$ cat src/rtl/common.sv
// Shared types and encodings for the RV32I integer decode path.
package common;

   typedef logic [31:0] data_t;
   typedef logic [11:0] imm12_t;

   // ALU operations; ADDI is the reset / idle value of the decoded bundle
   typedef enum logic [4:0] {
      ALU_ADDI = 5'd0,
      ALU_SLTI,
      ALU_XORI,
      ALU_ORI,
      ALU_ANDI,
      ALU_SLLI,
      ALU_SRLI,
      ALU_SRAI,
      ALU_ADD,
      ALU_SUB,
      ALU_SLL,
      ALU_SLT,
      ALU_XOR,
      ALU_SRL,
      ALU_SRA,
      ALU_OR,
      ALU_AND,
      ALU_BEQ,
      ALU_BNE,
      ALU_BLT,
      ALU_BGE
   } alu_instruction_t;

   // Decoder handshake states
   typedef enum logic [1:0] {
      ST_EMPTY,
      ST_FULL,
      ST_HALT
   } dec_state_t;

   localparam logic [6:0] OPC_OP_IMM = 7'b0010011;
   localparam logic [6:0] OPC_OP     = 7'b0110011;
   localparam logic [6:0] OPC_BRANCH = 7'b1100011;

   localparam logic [2:0] F3_ADD  = 3'b000;
   localparam logic [2:0] F3_SLL  = 3'b001;
   localparam logic [2:0] F3_SLT  = 3'b010;
   localparam logic [2:0] F3_SLTU = 3'b011;
   localparam logic [2:0] F3_XOR  = 3'b100;
   localparam logic [2:0] F3_SR   = 3'b101;
   localparam logic [2:0] F3_OR   = 3'b110;
   localparam logic [2:0] F3_AND  = 3'b111;

   localparam logic [2:0] F3_BEQ  = 3'b000;
   localparam logic [2:0] F3_BNE  = 3'b001;
   localparam logic [2:0] F3_BLT  = 3'b100;
   localparam logic [2:0] F3_BGE  = 3'b101;

   localparam logic [6:0] F7_BASE = 7'b0000000;
   localparam logic [6:0] F7_ALT  = 7'b0100000;

   // Branch offset bits imm[12:1] gathered from the B-type fields
   function automatic imm12_t branch_imm(input data_t word);
      return {word[31], word[7], word[30:25], word[11:8]};
   endfunction

   // Shift amount zero-extended into the 12-bit immediate slot
   function automatic imm12_t shamt_imm(input data_t word);
      return {7'b0000000, word[24:20]};
   endfunction

endpackage

$ cat src/rtl/instr_decode_comb.sv
// Pure combinational RV32I decode of OP, OP-IMM and BRANCH words into an ALU bundle.
module instr_decode_comb
   import common::*;
#(
   parameter int REG_ADDR_W = 5
) (
   input  logic [31:0]           instr,
   output alu_instruction_t      alu_op,
   output imm12_t                imm12,
   output logic [REG_ADDR_W-1:0] rs1_addr,
   output logic [REG_ADDR_W-1:0] rs2_addr,
   output logic [REG_ADDR_W-1:0] rd_addr,
   output logic                  rd_we,
   output logic                  is_branch,
   output logic                  illegal
);

   logic [6:0] opcode;
   logic [2:0] funct3;
   logic [6:0] funct7;

   assign opcode = instr[6:0];
   assign funct3 = instr[14:12];
   assign funct7 = instr[31:25];

   // Field extraction and legality check per opcode class; anything unmatched is illegal
   always_comb begin
      alu_op    = ALU_ADDI;
      imm12     = '0;
      rs1_addr  = '0;
      rs2_addr  = '0;
      rd_addr   = '0;
      rd_we     = 1'b0;
      is_branch = 1'b0;
      illegal   = 1'b0;
      case (opcode)
         OPC_OP_IMM: begin
            rs1_addr = REG_ADDR_W'(instr[19:15]);
            rd_addr  = REG_ADDR_W'(instr[11:7]);
            rd_we    = (rd_addr != '0);
            imm12    = instr[31:20];
            case (funct3)
               F3_ADD: alu_op = ALU_ADDI;
               F3_SLT: alu_op = ALU_SLTI;
               F3_XOR: alu_op = ALU_XORI;
               F3_OR:  alu_op = ALU_ORI;
               F3_AND: alu_op = ALU_ANDI;
               F3_SLL: begin
                  alu_op  = ALU_SLLI;
                  imm12   = shamt_imm(instr);
                  illegal = (funct7 != F7_BASE);
               end
               F3_SR: begin
                  imm12 = shamt_imm(instr);
                  if (funct7 == F7_BASE) begin
                     alu_op = ALU_SRLI;
                  end else if (funct7 == F7_ALT) begin
                     alu_op = ALU_SRAI;
                  end else begin
                     illegal = 1'b1;
                  end
               end
               default: illegal = 1'b1;
            endcase
         end
         OPC_OP: begin
            rs1_addr = REG_ADDR_W'(instr[19:15]);
            rs2_addr = REG_ADDR_W'(instr[24:20]);
            rd_addr  = REG_ADDR_W'(instr[11:7]);
            rd_we    = (rd_addr != '0);
            case (funct3)
               F3_ADD: begin
                  if (funct7 == F7_BASE) begin
                     alu_op = ALU_ADD;
                  end else if (funct7 == F7_ALT) begin
                     alu_op = ALU_SUB;
                  end else begin
                     illegal = 1'b1;
                  end
               end
               F3_SR: begin
                  if (funct7 == F7_BASE) begin
                     alu_op = ALU_SRL;
                  end else if (funct7 == F7_ALT) begin
                     alu_op = ALU_SRA;
                  end else begin
                     illegal = 1'b1;
                  end
               end
               F3_SLL: begin
                  alu_op  = ALU_SLL;
                  illegal = (funct7 != F7_BASE);
               end
               F3_SLT: begin
                  alu_op  = ALU_SLT;
                  illegal = (funct7 != F7_BASE);
               end
               F3_XOR: begin
                  alu_op  = ALU_XOR;
                  illegal = (funct7 != F7_BASE);
               end
               F3_OR: begin
                  alu_op  = ALU_OR;
                  illegal = (funct7 != F7_BASE);
               end
               F3_AND: begin
                  alu_op  = ALU_AND;
                  illegal = (funct7 != F7_BASE);
               end
               default: illegal = 1'b1;
            endcase
         end
         OPC_BRANCH: begin
            rs1_addr  = REG_ADDR_W'(instr[19:15]);
            rs2_addr  = REG_ADDR_W'(instr[24:20]);
            imm12     = branch_imm(instr);
            is_branch = 1'b1;
            case (funct3)
               F3_BEQ:  alu_op = ALU_BEQ;
               F3_BNE:  alu_op = ALU_BNE;
               F3_BLT:  alu_op = ALU_BLT;
               F3_BGE:  alu_op = ALU_BGE;
               default: illegal = 1'b1;
            endcase
         end
         default: illegal = 1'b1;
      endcase
   end

endmodule

$ cat src/rtl/instr_decoder.sv
// Single-entry decode stage: valid/ready handshake, registered bundle, halt on illegal words.
module instr_decoder
   import common::*;
#(
   parameter int REG_ADDR_W = 5
) (
   input  logic                  clk,
   input  logic                  reset,
   input  logic                  in_valid,
   output logic                  in_ready,
   input  logic [31:0]           instr,
   output logic                  out_valid,
   input  logic                  out_ready,
   output alu_instruction_t      alu_op,
   output imm12_t                imm12,
   output logic [REG_ADDR_W-1:0] rs1_addr,
   output logic [REG_ADDR_W-1:0] rs2_addr,
   output logic [REG_ADDR_W-1:0] rd_addr,
   output logic                  rd_we,
   output logic                  is_branch,
   output logic                  err,
   output logic [31:0]           err_instr,
   input  logic                  clear_err
);

   dec_state_t            state_q, state_d;
   alu_instruction_t      alu_op_q, alu_op_d;
   imm12_t                imm12_q, imm12_d;
   logic [REG_ADDR_W-1:0] rs1_addr_q, rs1_addr_d;
   logic [REG_ADDR_W-1:0] rs2_addr_q, rs2_addr_d;
   logic [REG_ADDR_W-1:0] rd_addr_q, rd_addr_d;
   logic                  rd_we_q, rd_we_d;
   logic                  is_branch_q, is_branch_d;
   logic [31:0]           err_instr_q, err_instr_d;

   alu_instruction_t      dec_alu_op;
   imm12_t                dec_imm12;
   logic [REG_ADDR_W-1:0] dec_rs1_addr;
   logic [REG_ADDR_W-1:0] dec_rs2_addr;
   logic [REG_ADDR_W-1:0] dec_rd_addr;
   logic                  dec_rd_we;
   logic                  dec_is_branch;
   logic                  dec_illegal;
   logic                  accept;
   logic                  load;

   instr_decode_comb #(
      .REG_ADDR_W (REG_ADDR_W)
   ) u_decode (
      .instr     (instr),
      .alu_op    (dec_alu_op),
      .imm12     (dec_imm12),
      .rs1_addr  (dec_rs1_addr),
      .rs2_addr  (dec_rs2_addr),
      .rd_addr   (dec_rd_addr),
      .rd_we     (dec_rd_we),
      .is_branch (dec_is_branch),
      .illegal   (dec_illegal)
   );

   // Ready is free when empty, follows downstream when full, and is held off while halted
   always_comb begin
      in_ready = 1'b0;
      case (state_q)
         ST_EMPTY: in_ready = 1'b1;
         ST_FULL:  in_ready = out_ready;
         default:  in_ready = 1'b0;
      endcase
   end

   assign accept = in_valid & in_ready;

   // Next state, bundle reload and error capture; an illegal accept never reaches the bundle
   always_comb begin
      state_d     = state_q;
      err_instr_d = err_instr_q;
      load        = 1'b0;
      case (state_q)
         ST_EMPTY: begin
            if (accept) begin
               if (dec_illegal) begin
                  state_d     = ST_HALT;
                  err_instr_d = instr;
               end else begin
                  state_d = ST_FULL;
                  load    = 1'b1;
               end
            end
         end
         ST_FULL: begin
            if (accept) begin
               if (dec_illegal) begin
                  state_d     = ST_HALT;
                  err_instr_d = instr;
               end else begin
                  load = 1'b1;
               end
            end else if (out_ready) begin
               state_d = ST_EMPTY;
            end
         end
         ST_HALT: begin
            if (clear_err) begin
               state_d = ST_EMPTY;
            end
         end
         default: state_d = ST_EMPTY;
      endcase
   end

   // Bundle register input: take the fresh decode on a legal accept, otherwise hold
   always_comb begin
      alu_op_d    = alu_op_q;
      imm12_d     = imm12_q;
      rs1_addr_d  = rs1_addr_q;
      rs2_addr_d  = rs2_addr_q;
      rd_addr_d   = rd_addr_q;
      rd_we_d     = rd_we_q;
      is_branch_d = is_branch_q;
      if (load) begin
         alu_op_d    = dec_alu_op;
         imm12_d     = dec_imm12;
         rs1_addr_d  = dec_rs1_addr;
         rs2_addr_d  = dec_rs2_addr;
         rd_addr_d   = dec_rd_addr;
         rd_we_d     = dec_rd_we;
         is_branch_d = dec_is_branch;
      end
   end

   // State and output registers; reset wins over every other input
   always_ff @(posedge clk) begin
      if (reset) begin
         state_q     <= ST_EMPTY;
         alu_op_q    <= ALU_ADDI;
         imm12_q     <= '0;
         rs1_addr_q  <= '0;
         rs2_addr_q  <= '0;
         rd_addr_q   <= '0;
         rd_we_q     <= 1'b0;
         is_branch_q <= 1'b0;
         err_instr_q <= '0;
      end else begin
         state_q     <= state_d;
         alu_op_q    <= alu_op_d;
         imm12_q     <= imm12_d;
         rs1_addr_q  <= rs1_addr_d;
         rs2_addr_q  <= rs2_addr_d;
         rd_addr_q   <= rd_addr_d;
         rd_we_q     <= rd_we_d;
         is_branch_q <= is_branch_d;
         err_instr_q <= err_instr_d;
      end
   end

   assign out_valid = (state_q == ST_FULL);
   assign err       = (state_q == ST_HALT);
   assign err_instr = err_instr_q;
   assign alu_op    = alu_op_q;
   assign imm12     = imm12_q;
   assign rs1_addr  = rs1_addr_q;
   assign rs2_addr  = rs2_addr_q;
   assign rd_addr   = rd_addr_q;
   assign rd_we     = rd_we_q;
   assign is_branch = is_branch_q;

endmodule

$ cat config.mk
export PLATFORM = sky130hd
export DESIGN_NAME = instr_decoder
export DESIGN_NICKNAME = d
export VERILOG_FILES = /design/src/rtl/common.sv /design/src/rtl/instr_decode_comb.sv /design/src/rtl/instr_decoder.sv
export SDC_FILE = /design/constraint.sdc
export NUM_CORES = 1
export LEC_CHECK = 0
export BUFFER_PORTS_ARGS = -buffer_cell sky130_fd_sc_hd__buf_2
export CORE_ASPECT_RATIO = 1.2
export CORE_MARGIN = 5
export CORE_UTILIZATION = 52
export CTS_CLUSTER_SIZE = 8
export DETAILED_ROUTE_END_ITERATION = 8
export PLACE_DENSITY = 0.8
export SETUP_SLACK_MARGIN = 0.3
export SLEW_MARGIN = 20
export SYNTH_ARGS = -nofsm -noshare
export SYNTH_HDL_FRONTEND = slang
export SYNTH_HIERARCHICAL = 1
export SYNTH_SLANG_ARGS = --single-unit
export TNS_END_PERCENT = 20
$ cat constraint.sdc
create_clock -name clk -period 2.7 [get_ports clk]
set_clock_uncertainty 0.05 [all_clocks]
set_input_delay 0.405 -clock clk [delete_from_list [all_inputs] [get_ports clk]]
set_output_delay 0.405 -clock clk [all_outputs]
set_load 0.01 [all_outputs]
==> implementation parameters <==
Parameter                              Value

Floorplan
  Total number of placement rows ... 34
  Width of the die ... slightly below 90 um
  Overall die area ... 0.00901 mm2
  Starting utilization of the core area ... ~52%
  Core area ... 0.00715 mm2
  Total I/O pin count ... about 110
  Die Y-Extent ... a little over 100 um

Power
  Switching power total ... ~0.00057 W
  Maximum ir drop on the vdd rail ... 0.000363 V
  Cell Int Power ... around 0.0016 W
  Combinational group share of total power ... 13.5%
  Overall power of the completed layout ... roughly 0.0022 W
  Clock Power Share ... approximately two fifths
  Switching part of the total ... about a quarter
  Leak ... 1.94 nW
  Reg power frac ... between 40% and 50%
  Power Density ... about 480 mW/mm2

Timing
  Hold violation count in the final report ... 0
  Setup TNS Final ... 0 ps
  Tightest Pin Transition ... around 580 ps
  Unrepaired setup endpoints after global routing ... false
  Final-report setup violation count ... 0
  Final Max Slew Viols ... 0
  Smallest setup slack after layout ... approximately 440 ps
  Headroom to the max-slew limit ... between 60% and 70%
  Final period demand of the worst path ... roughly 2300 ps
  Period utilization ... approximately 84%
  Achievable frequency ... between 400 and 500 MHz

Yosys
  Netlist area before placement ... between 0.003 and 0.004 mm2
  Mean post-synth cell area ... between 9 and 10 um2
  Sequential area share after synthesis ... about 36%
  Number of register bits inferred by synthesis ... a little under 70
  Cells after synthesis ... approximately 400
  Unique masters post-synth ... between 50 and 60
  Post-synth net total ... around 430
  YS warnings ... 6

Critical path
  Combined buffer and inverter count along the critical path ... 3
  Kind of end point of the critical path ... flip-flop
  Crit path largest cell delay ... ~250 ps
  Slowest cell on the critical path ... sky130_fd_sc_hd__buf_12
  WP depth ... 10
  Critical path, cell by cell ... buf_2 -> nand4bb_1 -> buf_4 -> a21oi_2 -> a21bo_2 -> a211o_1 -> nand2b_1 -> nor3_2 -> buf_12 -> mux2i_1
  Kind of critical path ... in2reg
  CP top delay family ... simple AND/OR/NAND/NOR gates
  CP startpoint kind ... input port
  Worst Path Max Fanout ... 26
  Data required, critical path ... 2920 ps
  WP data arrival ... 2470 ps
  Setup slack on the worst flop-to-flop path ... approximately 1300 ps
  Depth of the most critical reg-to-reg path ... 4

Final layout
  Highest-count cells in the layout ignoring fill and taps ... 138 x sky130_fd_sc_hd__nand2b_1, 105 x sky130_fd_sc_hd__buf_2, 68 x sky130_fd_sc_hd__dfxtp_1
  Footprint of the flip-flops and latches ... 0.00136 mm2
  Fraction of layout cells with a size suffix above 1 ... 30.0%
  Number of filler cells placed in the layout ... roughly 600
  Synthesis-to-finish area growth ... 22.2%
  Final Instance Count excl. Fillers ... 597
  Footprint of the multi-input gates ... around 0.0022 mm2
  Most common cell after layout, fill and taps aside ... sky130_fd_sc_hd__nand2b_1
  Final layout net count ... ~540
  Diode count ... 0
  Core utilization of the finished layout ... approximately 64%

Clocking
  CTS Buffer Depth ... 2
  Post_cts resized ... 0
  Post-CTS clock slew at the launch and capture registers of the worst setup and hold paths ... roughly 80 ps
  Clock tree from TritonCTS ... yes
  Level count of the clock H-tree ... 3
  Clock Root Buffer ... sky130_fd_sc_hd__clkbuf_8
  Clock latency at the later pin of the worst-skew pair ... 340 ps
  Clock tree sinks ... 68
  Total CTS buffers ... 9

Min path
  Instance count along the most critical hold path ... 3
  Worst min path class ... in2reg

Drt
  Number of vias in the routed layout ... between 3k and 4k
  Met2 Routed Length ... roughly 4300 um
  Antenna-violating nets left ... 0
  Detailed-route wire length on metal 1 ... 3930 um
  Top layer in use ... met4
  # DRC ... 0
  Detail Route met3 WL ... slightly below 600 um
  Drt wl/cell ... approximately 15 um
  Number of iterations in the first detailed-routing pass ... 4
  DRT iter0 DRCs ... around 120
  Overall routed net length ... 9120 um
  Number of vias per cell ... around 5.2

Global route
  Combined global-route utilization of all metal layers ... about a fifth
  Antenna violations before repair ... 0
  GR Overflow Total ... 0
  Largest net degree at the start of global routing ... roughly 140
  Wire length of the first global-routing pass ... between 10,000 and 15,000 um
  Vias in the first global route ... 2,969

Placed design
  Detailed placer's ending HPWL ... roughly 6400 um
  Number of cells in the design after placement ... between 500 and 600
  Global placement routability congestion ... 0.902
  Worst slack, placed ... about 110 ps
  I/O Buffers ... ~110

Status
  Result of the run ... finished clean

Flow run
  Maximum capacitance violations ... 0
metal layers:
layer	track usage [%]	up-vias
met3	4.56	22
li1	-	1549
met2	32.8	93
met1	26.1	1452
met5	0	-
met4	9.56	0
cell type report:
class,count,area share (%)
clock buffers,10,3.00
inverters,3,0.246
flip-flops and latches,68,29.7
repair buffers,121,14.9
clock inverters,6,1.39
well taps,90,2.46
multi-input cells,299,48.3
state kept, by name (all words and copies together) (netlist names):
| signal | count |
|---|---|
| alu_op | 5 |
| rd_we | 1 |
| rs1_addr | 5 |
| is_branch | 1 |
| rs2_addr | 5 |
| state_q | 2 |
| rd_addr | 5 |
| err_instr | 32 |
| imm12 | 12 |
worst min-delay path, cell delays in order:
cell,delay [ps]
sky130_fd_sc_hd__buf_2,100
sky130_fd_sc_hd__nand2b_1,60
sky130_fd_sc_hd__mux2i_1,60
final timing paths:
check	startpoint	to
max	instr[2]	rd_addr[4]
min	instr[0]	err_instr[0]
max reg2reg	state_q[0]	rd_addr[4]
min reg2reg	is_branch	is_branch
stage by stage:
step           cell area (um2)  hold slack [ps]
6_report                  4580              280
2_1_floorplan             3750              443
5_1_grt                   4580              282
3_3_place_gp              4370              405
3_5_place_dp              4370              410
4_1_cts                   4570              266
synthesized netlist by cell type (all sizes together):
| master | n | share of area (%) |
|---|---|---|
| a41o | 1 | 0.27 |
| nor4 | 2 | 0.73 |
| or3 | 1 | 0.30 |
| o21a | 2 | 0.40 |
| a41oi | 1 | 0.23 |
| nand4 | 1 | 0.17 |
| or4 | 1 | 0.20 |
| a21o | 1 | 0.23 |
| o31ai | 1 | 0.20 |
| o21ai | 4 | 0.53 |
| nor2 | 8 | 1.0 |
| o221ai | 1 | 0.23 |
| a31oi | 1 | 0.17 |
| o32ai | 1 | 0.23 |
| nor3 | 8 | 1.5 |
| nand3 | 1 | 0.13 |
| and2b | 1 | 0.20 |
| nand4bb | 1 | 0.30 |
| clkbuf | 14 | 1.4 |
| a22o | 11 | 2.6 |
| a21bo | 1 | 0.27 |
| and2 | 16 | 2.7 |
| a211o | 2 | 0.47 |
| nand2b | 138 | 23 |
| o21ba | 1 | 0.27 |
| a211oi | 1 | 0.20 |
| o211ai | 1 | 0.20 |
| or2 | 1 | 0.17 |
| a21boi | 1 | 0.20 |
| nand2 | 5 | 0.50 |
| mux2i | 66 | 18 |
| inv | 3 | 0.30 |
| dfxtp | 68 | 36 |
| o22ai | 1 | 0.17 |
| a21oi | 4 | 0.73 |
| xnor2 | 1 | 0.23 |
| a2bb2oi | 1 | 0.23 |
| nor2b | 5 | 1.0 |
| and3 | 3 | 0.53 |
| o22a | 1 | 0.23 |
| buf | 13 | 3.1 |
| a32oi | 1 | 0.23 |
| nand3b | 1 | 0.20 |
logic make-up after synthesis:
kind of cell	count (synthesis)	share of synthesized area [%]
buffers and inverters	30	4.81
flip-flops	68	36.3
AO/OA/AOI/OAI	39	8.35
AND/OR/NAND/NOR	193	32.7
XOR/XNOR	1	0.234
multiplexers	66	17.6
timing repair:
item | CTS | global route
setup buffers | 0 | 1
endpoints found under the setup margin | 0 | 9
hold buffers | 0 | 0
power groups by stage:
stage	clock network (W)	logic, W	registers, W
global route	0.000910	0.000322	0.00106
global placement	0	0.000288	0.00108
CTS	0.000867	0.000296	0.00106
detailed placement	0	0.000295	0.00108
floorplan	0	0.000165	0.00109
finish	0.000848	0.000296	0.00106
(Power assumes the default switching activity.)
